===== src/rtl/blowfish128_pkg.sv =====
// Shared types and sizes for the Blowfish-128 round scheduler.
package blowfish128_pkg;
  localparam int NUM_ROUNDS = 16;
  localparam int P_ENTRIES  = 18;
  localparam int HALF_W     = 64;
  localparam int BLOCK_W    = 128;

  typedef enum logic [3:0] {
    S_IDLE, S_PRD, S_PXOR, S_FREQ, S_FWAIT, S_K16RD, S_K16X, S_K17X, S_DONE
  } sched_state_t;
endpackage


===== src/rtl/blowfish128_round_sched_if.sv =====
// Block I/O handshake between the cipher core front end and the round scheduler.
interface blowfish128_round_sched_if;
  import blowfish128_pkg::*;

  logic               InValid;
  logic               InReady;
  logic [BLOCK_W-1:0] InData;
  logic               Decrypt;
  logic               OutValid;
  logic               OutReady;
  logic [BLOCK_W-1:0] OutData;

  modport slave  (input  InValid, InData, Decrypt, OutReady,
                  output InReady, OutValid, OutData);
  modport master (output InValid, InData, Decrypt, OutReady,
                  input  InReady, OutValid, OutData);
endinterface


===== src/rtl/blowfish128_pidx_map.sv =====
// Maps a logical P-array index to the physical entry: identity for encrypt, mirrored for decrypt.
module blowfish128_pidx_map
  import blowfish128_pkg::*;
(
  input  logic [4:0] idx,
  input  logic       decrypt,
  output logic [4:0] pidx
);
  always_comb begin
    pidx = decrypt ? (5'(P_ENTRIES - 1) - idx) : idx;
  end
endmodule


===== src/rtl/blowfish128_round_sched.sv =====
// Blowfish-128 round scheduler: runs 16 Feistel rounds on 64-bit halves using an external
// pipelined F-function and a registered-read P-array.
module blowfish128_round_sched
  import blowfish128_pkg::*;
#(
  parameter int F_TIMEOUT = 64
) (
  input  logic                      Clk,
  input  logic                      Rst,
  blowfish128_round_sched_if.slave  io,
  output logic [4:0]                PIdx,
  input  logic [HALF_W-1:0]         PData,
  output logic                      F_Enable,
  output logic [HALF_W-1:0]         F_X,
  input  logic [HALF_W-1:0]         F_Y,
  input  logic                      F_Valid,
  output logic                      Busy,
  output logic [3:0]                Round,
  output logic                      Err
);
  localparam int TMO_W = (F_TIMEOUT > 2) ? $clog2(F_TIMEOUT) : 1;

  sched_state_t       state_q, state_d;
  logic [HALF_W-1:0]  xl_q, xl_d, xr_q, xr_d, fx_q, fx_d;
  logic [BLOCK_W-1:0] outdata_q, outdata_d;
  logic [3:0]         round_q, round_d;
  logic [TMO_W-1:0]   tmo_q, tmo_d;
  logic [4:0]         pidx_q, pidx_d, map_idx, map_out;
  logic               dec_q, dec_d, err_q, err_d, fen_q, fen_d;
  logic               inready_q, inready_d, outvalid_q, outvalid_d, busy_q, busy_d;
  logic               map_dec, rd_en;

  blowfish128_pidx_map u_pidx_map (
    .idx     (map_idx),
    .decrypt (map_dec),
    .pidx    (map_out)
  );

  // Outputs are registered from the next state, so each is valid in the cycle its state is entered.
  always_comb begin
    state_d   = state_q;
    xl_d      = xl_q;
    xr_d      = xr_q;
    fx_d      = fx_q;
    dec_d     = dec_q;
    round_d   = round_q;
    tmo_d     = tmo_q;
    err_d     = err_q;
    outdata_d = outdata_q;
    fen_d     = 1'b0;
    map_idx   = 5'd0;
    map_dec   = dec_q;
    rd_en     = 1'b0;
    unique case (state_q)
      S_IDLE: begin
        if (io.InValid && inready_q) begin
          xl_d    = io.InData[BLOCK_W-1:HALF_W];
          xr_d    = io.InData[HALF_W-1:0];
          dec_d   = io.Decrypt;
          round_d = 4'd0;
          err_d   = 1'b0;
          map_dec = io.Decrypt;
          rd_en   = 1'b1;
          state_d = S_PRD;
        end
      end
      S_PRD: state_d = S_PXOR;
      S_PXOR: begin
        xl_d    = xl_q ^ PData;
        fx_d    = xl_q ^ PData;
        fen_d   = 1'b1;
        state_d = S_FREQ;
      end
      S_FREQ: begin
        tmo_d   = '0;
        state_d = S_FWAIT;
      end
      S_FWAIT: begin
        if (F_Valid) begin
          fx_d  = '0;
          rd_en = 1'b1;
          if (round_q == 4'(NUM_ROUNDS - 1)) begin
            // Last round leaves the halves unswapped.
            xr_d    = xr_q ^ F_Y;
            map_idx = 5'(NUM_ROUNDS);
            state_d = S_K16RD;
          end else begin
            xl_d    = xr_q ^ F_Y;
            xr_d    = xl_q;
            round_d = round_q + 4'd1;
            map_idx = {1'b0, round_q + 4'd1};
            state_d = S_PRD;
          end
        end else if (tmo_q == TMO_W'(F_TIMEOUT - 1)) begin
          err_d   = 1'b1;
          fx_d    = '0;
          state_d = S_IDLE;
        end else begin
          tmo_d = tmo_q + 1'b1;
        end
      end
      S_K16RD: begin
        map_idx = 5'(NUM_ROUNDS + 1);
        rd_en   = 1'b1;
        state_d = S_K16X;
      end
      S_K16X: begin
        xr_d    = xr_q ^ PData;
        state_d = S_K17X;
      end
      S_K17X: begin
        xl_d      = xl_q ^ PData;
        outdata_d = {xl_q ^ PData, xr_q};
        state_d   = S_DONE;
      end
      S_DONE: begin
        if (io.OutReady) begin
          outdata_d = '0;
          state_d   = S_IDLE;
        end
      end
      default: state_d = S_IDLE;
    endcase
    pidx_d     = rd_en ? map_out : 5'd0;
    inready_d  = (state_d == S_IDLE);
    outvalid_d = (state_d == S_DONE);
    busy_d     = (state_d != S_IDLE);
  end

  always_ff @(posedge Clk or posedge Rst) begin
    if (Rst) begin
      state_q    <= S_IDLE;
      xl_q       <= '0;
      xr_q       <= '0;
      fx_q       <= '0;
      dec_q      <= 1'b0;
      round_q    <= 4'd0;
      tmo_q      <= '0;
      err_q      <= 1'b0;
      outdata_q  <= '0;
      fen_q      <= 1'b0;
      pidx_q     <= 5'd0;
      inready_q  <= 1'b0;
      outvalid_q <= 1'b0;
      busy_q     <= 1'b0;
    end else begin
      state_q    <= state_d;
      xl_q       <= xl_d;
      xr_q       <= xr_d;
      fx_q       <= fx_d;
      dec_q      <= dec_d;
      round_q    <= round_d;
      tmo_q      <= tmo_d;
      err_q      <= err_d;
      outdata_q  <= outdata_d;
      fen_q      <= fen_d;
      pidx_q     <= pidx_d;
      inready_q  <= inready_d;
      outvalid_q <= outvalid_d;
      busy_q     <= busy_d;
    end
  end

  assign io.InReady  = inready_q;
  assign io.OutValid = outvalid_q;
  assign io.OutData  = outdata_q;
  assign PIdx        = pidx_q;
  assign F_Enable    = fen_q;
  assign F_X         = fx_q;
  assign Busy        = busy_q;
  assign Round       = round_q;
  assign Err         = err_q;
endmodule

===== src/flat_wrapper.sv =====
// flat-port wrapper written by rule: the top's interface ports become plain ports
module blowfish128_round_sched_flat import blowfish128_pkg::*;
#(
  parameter int F_TIMEOUT = 64
)
  (Clk, Rst, PIdx, PData, F_Enable, F_X, F_Y, F_Valid, Busy, Round, Err, io_InValid, io_InData, io_Decrypt, io_OutReady, io_InReady, io_OutValid, io_OutData);
  blowfish128_round_sched_if io_i ();
  input  logic Clk;
  input  logic Rst;
  output logic [4:0] PIdx;
  input  logic [HALF_W-1:0] PData;
  output logic F_Enable;
  output logic [HALF_W-1:0] F_X;
  input  logic [HALF_W-1:0] F_Y;
  input  logic F_Valid;
  output logic Busy;
  output logic [3:0] Round;
  output logic Err;
  input wire logic [$bits(io_i.InValid)-1:0] io_InValid;
  input wire logic [$bits(io_i.InData)-1:0] io_InData;
  input wire logic [$bits(io_i.Decrypt)-1:0] io_Decrypt;
  input wire logic [$bits(io_i.OutReady)-1:0] io_OutReady;
  output wire logic [$bits(io_i.InReady)-1:0] io_InReady;
  output wire logic [$bits(io_i.OutValid)-1:0] io_OutValid;
  output wire logic [$bits(io_i.OutData)-1:0] io_OutData;
  assign io_i.InValid = io_InValid;
  assign io_i.InData = io_InData;
  assign io_i.Decrypt = io_Decrypt;
  assign io_i.OutReady = io_OutReady;
  assign io_InReady = io_i.InReady;
  assign io_OutValid = io_i.OutValid;
  assign io_OutData = io_i.OutData;
  blowfish128_round_sched #(.F_TIMEOUT(F_TIMEOUT)) u_core (.Clk(Clk), .Rst(Rst), .io(io_i), .PIdx(PIdx), .PData(PData), .F_Enable(F_Enable), .F_X(F_X), .F_Y(F_Y), .F_Valid(F_Valid), .Busy(Busy), .Round(Round), .Err(Err));
endmodule

===== config.mk =====
export PLATFORM = sky130hd
export DESIGN_NAME = blowfish128_round_sched_flat
export DESIGN_NICKNAME = d
export VERILOG_FILES = /design/src/rtl/blowfish128_pkg.sv /design/src/rtl/blowfish128_round_sched_if.sv /design/src/rtl/blowfish128_pidx_map.sv /design/src/rtl/blowfish128_round_sched.sv /design/src/flat_wrapper.sv
export SDC_FILE = /design/constraint.sdc
export NUM_CORES = 1
export LEC_CHECK = 0
export ABC_CLOCK_PERIOD_IN_PS = 17800
export CAP_MARGIN = 0
export CORE_ASPECT_RATIO = 1.2
export CORE_MARGIN = 5
export CORE_UTILIZATION = 49
export DETAILED_ROUTE_END_ITERATION = 6
export PLACE_DENSITY = 0.92
export SYNTH_ARGS = -nofsm -noshare
export SYNTH_HDL_FRONTEND = slang
export SYNTH_SLANG_ARGS = --single-unit

===== constraint.sdc =====
create_clock -name Clk -period 17.8 [get_ports Clk]
set_clock_uncertainty 0.15 [all_clocks]
set_input_delay 5.34 -clock Clk [delete_from_list [all_inputs] [get_ports Clk]]
set_output_delay 5.34 -clock Clk [all_outputs]
set_load 0.05 [all_outputs]

# ---- Yosys cells after proc, flatten, opt, wreduce, memory -nomap -nowiden
# Cells that the tools add are included.
# W data, S select, Z words.
dict set report classes {
  addsub 3
  n_eq_ne 19
  n_lt_le_gt_ge 0
  n_div 0
  n_reduce_logical 18
  n_mul 0
  bitwise 3
  n_mux 41
  shifts 0
}
# op n
set op_table {}
lappend op_table {{$mux W64} 8}
lappend op_table {{$pmux W64 S3} 2}
lappend op_table {{$pmux W128 S2} 1}
lappend op_table {{$xor A64 B64 Y64} 3}
lappend op_table {{$mux W128} 1}
lappend op_table {{$pmux W64 S2} 1}
lappend op_table {{$pmux W4 S9} 1}
lappend op_table {{$mux W4} 7}
lappend op_table {{$mux W5} 4}
lappend op_table {{$eq A4 B3 Y1 const B} 4}
lappend op_table {{$eq A4 B4 Y1 const B} 3}
lappend op_table {{$mux W6} 2}
lappend op_table {{$pmux W6 S2} 1}
lappend op_table {{$reduce_and A4 Y1} 3}
lappend op_table {{$ne A2 B2 Y1 const B} 5}
lappend op_table {{$pmux W5 S2} 1}
lappend op_table {{$eq A4 B2 Y1 const B} 2}
lappend op_table {{$logic_not A4 Y1} 2}
lappend op_table {{$mux W1} 8}
lappend op_table {{$pmux W4 S2} 1}
lappend op_table {{$reduce_bool A2 Y1} 4}
lappend op_table {{$add A6 B1 Y6 const B} 1}
lappend op_table {{$eq A6 B6 Y1 const B} 1}
lappend op_table {{$reduce_and A3 Y1} 2}
lappend op_table {{other kinds (13)} 16}
dict set report word_totals {
  output_inout_bits 206
  in_bits 262
  latch_bits 0
  mem_count 0
  ff_bits 345
  mem_bits_ro 0
  ramBits 0
}

# ---- Longest topological paths before layout
dict set report depth {
  depth_word 7
  ltp_mapped 10
}

# ---- Modules after synthesis
# Synthesis repeated with hierarchy kept, for this count alone.
dict set report unflattened {
  hier_cells 1556
  hier_area_um2 17513.0
}
# module area_per_inst_um2 cells_per_inst seq_area_each_um2 instances
set modules_own_cells {}
lappend modules_own_cells {blowfish128_round_sched 17420.5 1545 8633.3 1}
lappend modules_own_cells {blowfish128_pidx_map 92.6 11 0.0 1}

# ---- Worst setup path after synthesis
# Ideal clock, no wire load.
dict set report synth_path {
  path_type {input to register}
  from {input F_Valid}
  to {register u_core.pidx_q[3] (netlist: u_core.PIdx[3])}
  path_stages 6
  arrival_time_ns 6.570
  required_time_ns 17.572
  setup_ns 0.078
  setup_slack_ns 11.002
  n_path_buf 1
  cell_sequence {clkbuf_1 -> and3_1 -> inv_1 -> ha_1 -> or3_1 -> a21oi_1}
}
dict set report synth_between {
  elab_chain_len 5
}
# element line_no
set synth_lines {}
lappend synth_lines {{from (decl)} flat_wrapper.sv:15} ;# input logic F_Valid;
lappend synth_lines {{$mux W5} blowfish128_round_sched.sv:79} ;# if (F_Valid) begin
lappend synth_lines {{$pmux W5 S2} blowfish128_round_sched.sv:54} ;# unique case (state_q)
lappend synth_lines {{$sub A5 B5 Y5} blowfish128_pidx_map.sv:10} ;# pidx = decrypt ? (5'(P_ENTRIES - 1) - idx) : idx;
lappend synth_lines {{$mux W5} blowfish128_pidx_map.sv:10}
lappend synth_lines {{$mux W5 (*)} blowfish128_round_sched.sv:124} ;# pidx_d = rd_en ? map_out : 5'd0;
lappend synth_lines {{named net u_core.pidx_d[3]} blowfish128_round_sched.sv:28} ;# logic [4:0] pidx_q, pidx_d, map_idx, map_out;
lappend synth_lines {{to (signal assigned)} blowfish128_round_sched.sv:157} ;# pidx_q <= pidx_d;
lappend synth_lines {{to (decl)} blowfish128_round_sched.sv:28}
# Mark *: on every way through the listed nets, which the timed path passes. The rest lies on a longest branch.
# A chain may end at the register's enable or synchronous reset.

==> results.md <==
* Status: finished, final reports clean
* Sequential Area at between 8000 and 9000 sq um
* Minimum clock period at 8.01 ns
* Area Growth Syn to Fin at 35.7%
* Switching part of the total at 0.490
* Final Cycle Share at 0.450
* WL/cell at approximately 23 microns
* Top cells by area, synth: dfrtp_1 51%, o21ai_0 7.8%, xnor2_1 6.6%
* Cell Area, Synth at 17000 sq um
* Reg power frac at 0.306
* Placer Congestion at just over 0.9
* Initial DRC Count at between 1500 and 2000
* Core area at 34200 sq um
* Worst-case clock buffer depth at 3
* Logic pwr share at 0.540
* Worst Path Required at 18.14 ns
* Seq cells post-synth at 345
* CTS Buf Count at 36
* Count leader, synth: dfrtp_1
* Synth top area share at 0.509
* Post-route ant nets at 0
* Root buffer cell: clkbuf_16
* Overall Global Routing Usage at 0.304
* WS Path Type: in2async
* Worst slew pin tran at ~1.2 ns
* Die area at 38400 sq um
* Final hold vios at 0
* Yosys top cell by area: dfrtp_1
* Post-synth top flop: dfrtp_1
* Relative slew slack at 0.206
* Peak supply drop at 0.121 mV
* Clk sinks at about 350
* Multi-input logic area at 7770 sq um
* Antenna violations before repair at 6
* Final HPWL DP at 40.8 mm
* Seq/Total Area, Yosys at 0.509
* Net Sw Power at 0.00242 W
* Post-synth ARST share at 1.00
* Post-CTS setup buffers at 0
* Resize count post-CTS at 0
* Clock share of power at 0.153
* Slew Limit Fails at 0
* Number of max-cap violations at 0
* Worst EP arrival at 8.34 ns
* Crit. End Element: asynchronous set/reset pin
* DRT Pass-1 Iters at 5
* Synth cell count leaders: 345 x dfrtp_1, 264 x nand2_1, 264 x o21ai_0
* Row count at 74
* Syn Nets at 2024
* Synth Instances at 1759
* Internal power at 0.00252 W
* Vias at 16534
* Power per cell area at 215 nW/um^2
* Pin count of the biggest net entering global routing at 112
* Port Buf Inserts at 467
* Final non-filler cell total at ~2600
* Yosys cell types at 49
* CP max FO at 111
* Number of synthesized flops with an enable pin at 0
* CTS tree: built
* Htree depth at 2
* Io pins at 468
* Die H at about 210 microns
* Unrepaired setup endpoints after global routing: false
* Vias in the first global route at 17210
* Leakage at around 9.6 nW
* Nets at roughly 2400
* Crit start category: input pin
* Clk Latency, worst-skew pair at 0.51 ns
* Worst Hold Class: reg2reg
* Fmax at 125 MHz
* Starting density of the core at 0.496
* Ys Warns at 0
* Layout cell share with drive strength beyond 1 at 0.0407
* Setup Viol. Count Final at 0
* Cts hold-fix bufs at 0
* Setup TNS at 0 ns
* Residual DRC count at 0
* Routed WL at 61.5 mm
* Fill cell count at 2390
* Dpl cells at 2555
* First-pass GRT wire length at 94.3 mm
* Final global-route overflow total at 0
* DR vias/cell at 6.30
* Die W at between 150 and 200 microns
* Worst-path clk slew at 0.06 ns
* Synth Area per Inst at 9.64 sq um
## placed cells by master (no fill, tap or decap), types with 3 or more instances in the layout
| cell type | count |
|---|---|
| clkdlybuf4s50_1 | 467 |
| dfrtp_1 | 344 |
| o21ai_0 | 264 |
| nand2_1 | 262 |
| xnor2_1 | 127 |
| nor2_1 | 86 |
| xor2_1 | 72 |
| a21oi_1 | 70 |
| o21a_1 | 65 |
| o31ai_1 | 65 |
| a22o_1 | 64 |
| a221oi_1 | 64 |
| o22ai_1 | 62 |
| clkbuf_16 | 37 |
| buf_4 | 20 |
| clkbuf_1 | 11 |
| diode_2 | 5 |
| inv_1 | 5 |
| clkinv_2 | 5 |
| clkbuf_8 | 5 |
| and3_1 | 4 |
| a21o_1 | 3 |
| mux2i_1 | 3 |
| nor4_1 | 3 |
| nor3b_1 | 3 |
| nor3_1 | 3 |
| a211oi_1 | 3 |
| ha_1 | 3 |
| bufinv_16 | 3 |
## sequential cells by signal, summed over array words and instances (netlist names)
name,cells
u_core.state_q,4
u_core.dec_q,1
u_core.Round,4
u_core.PIdx,5
u_core.io.OutValid,1
u_core.F_X,64
u_core.xr_q,64
u_core.xl_q,64
u_core.Err,1
u_core.io.InReady,1
u_core.Busy,1
u_core.io.OutData,128
u_core.F_Enable,1
u_core.tmo_q,6
## logic make-up (layout without fill, tap and decap cells)
| kind of cell | after synthesis | count (layout) | share of synthesized area |
|---|---|---|---|
| other | 0 | 5 | 0 |
| multiplexers | 5 | 5 | 0.00310 |
| flip-flops | 345 | 345 | 0.509 |
| adder cells (fa/ha/maj) | 3 | 3 | 0.00221 |
| XOR/XNOR | 199 | 199 | 0.103 |
| AND/OR/NAND/NOR | 384 | 384 | 0.0924 |
| buffers and inverters | 153 | 556 | 0.0371 |
| AO/OA/AOI/OAI | 670 | 670 | 0.253 |
## critical path, cell delays in order
cell             delay (ns)
clkdlybuf4s50_1        0.49
inv_8                  0.52
buf_4                  0.94
buf_4                  0.90
## power groups by stage
stage          Clock, W  Combinational (W)  Sequential, W
4_1_cts        0.000766            0.00266        0.00150
3_3_place_gp          0            0.00255        0.00148
6_report       0.000758            0.00267        0.00151
2_1_floorplan         0            0.00114        0.00210
3_5_place_dp          0            0.00264        0.00150
5_1_grt        0.000798            0.00284        0.00155
## area by class of cell
cell class | count | share of cell area
sequential | 345 | 0.375
multi-input combinational | 1261 | 0.338
timing repair buffer | 487 | 0.210
clock buffer | 53 | 0.0450
tap | 456 | 0.0248
clock inverter | 10 | 0.00565
inverter | 6 | 0.00130
antenna | 5 | 0.000544
## metrics by stage
step	area, sq um	worst slack [ns]	power (W)	utilization	hold slack, ns
after floorplan	17000	2.74	0.00324	-	0.318
after global placement	21800	9.21	0.00404	0.639	0.310
after detailed placement	21800	9.16	0.00414	0.639	0.319
after CTS	23000	9.71	0.00493	0.673	0.333
after global routing	23000	9.34	0.00518	0.674	0.355
final	23000	9.79	0.00494	0.674	0.328
## metal layers
layer	GRT usage	vias to the layer above	share of wire
li1	-	7032	-
met1	0.355	8009	0.35
met2	0.508	1203	0.49
met3	0.0714	288	0.10
met4	0.194	2	0.064
met5	0	-	0.00020
## worst paths after layout
path,startpoint,to,slack [ns],cells after the start
setup / recovery,Rst,u_core.xl_q[42]$_DFFE_PP0P_,9.79,4
hold / removal,u_core.io.OutData[95]$_DFFE_PP0P_,u_core.io.OutData[95]$_DFFE_PP0P_,0.33,2
setup reg to reg,u_core.state_q[1]$_DFF_PP0_,u_core.F_X[42]$_DFFE_PP0P_,13.58,6
hold reg to reg,u_core.io.OutData[95]$_DFFE_PP0P_,u_core.io.OutData[95]$_DFFE_PP0P_,0.33,2
max in group Clk,F_Valid,u_core.xl_q[1]$_DFFE_PP0P_,9.80,7
min in group asynchronous,Rst,u_core.F_X[12]$_DFFE_PP0P_,5.18,2
No activity file was read; power rests on OpenSTA's default activity.
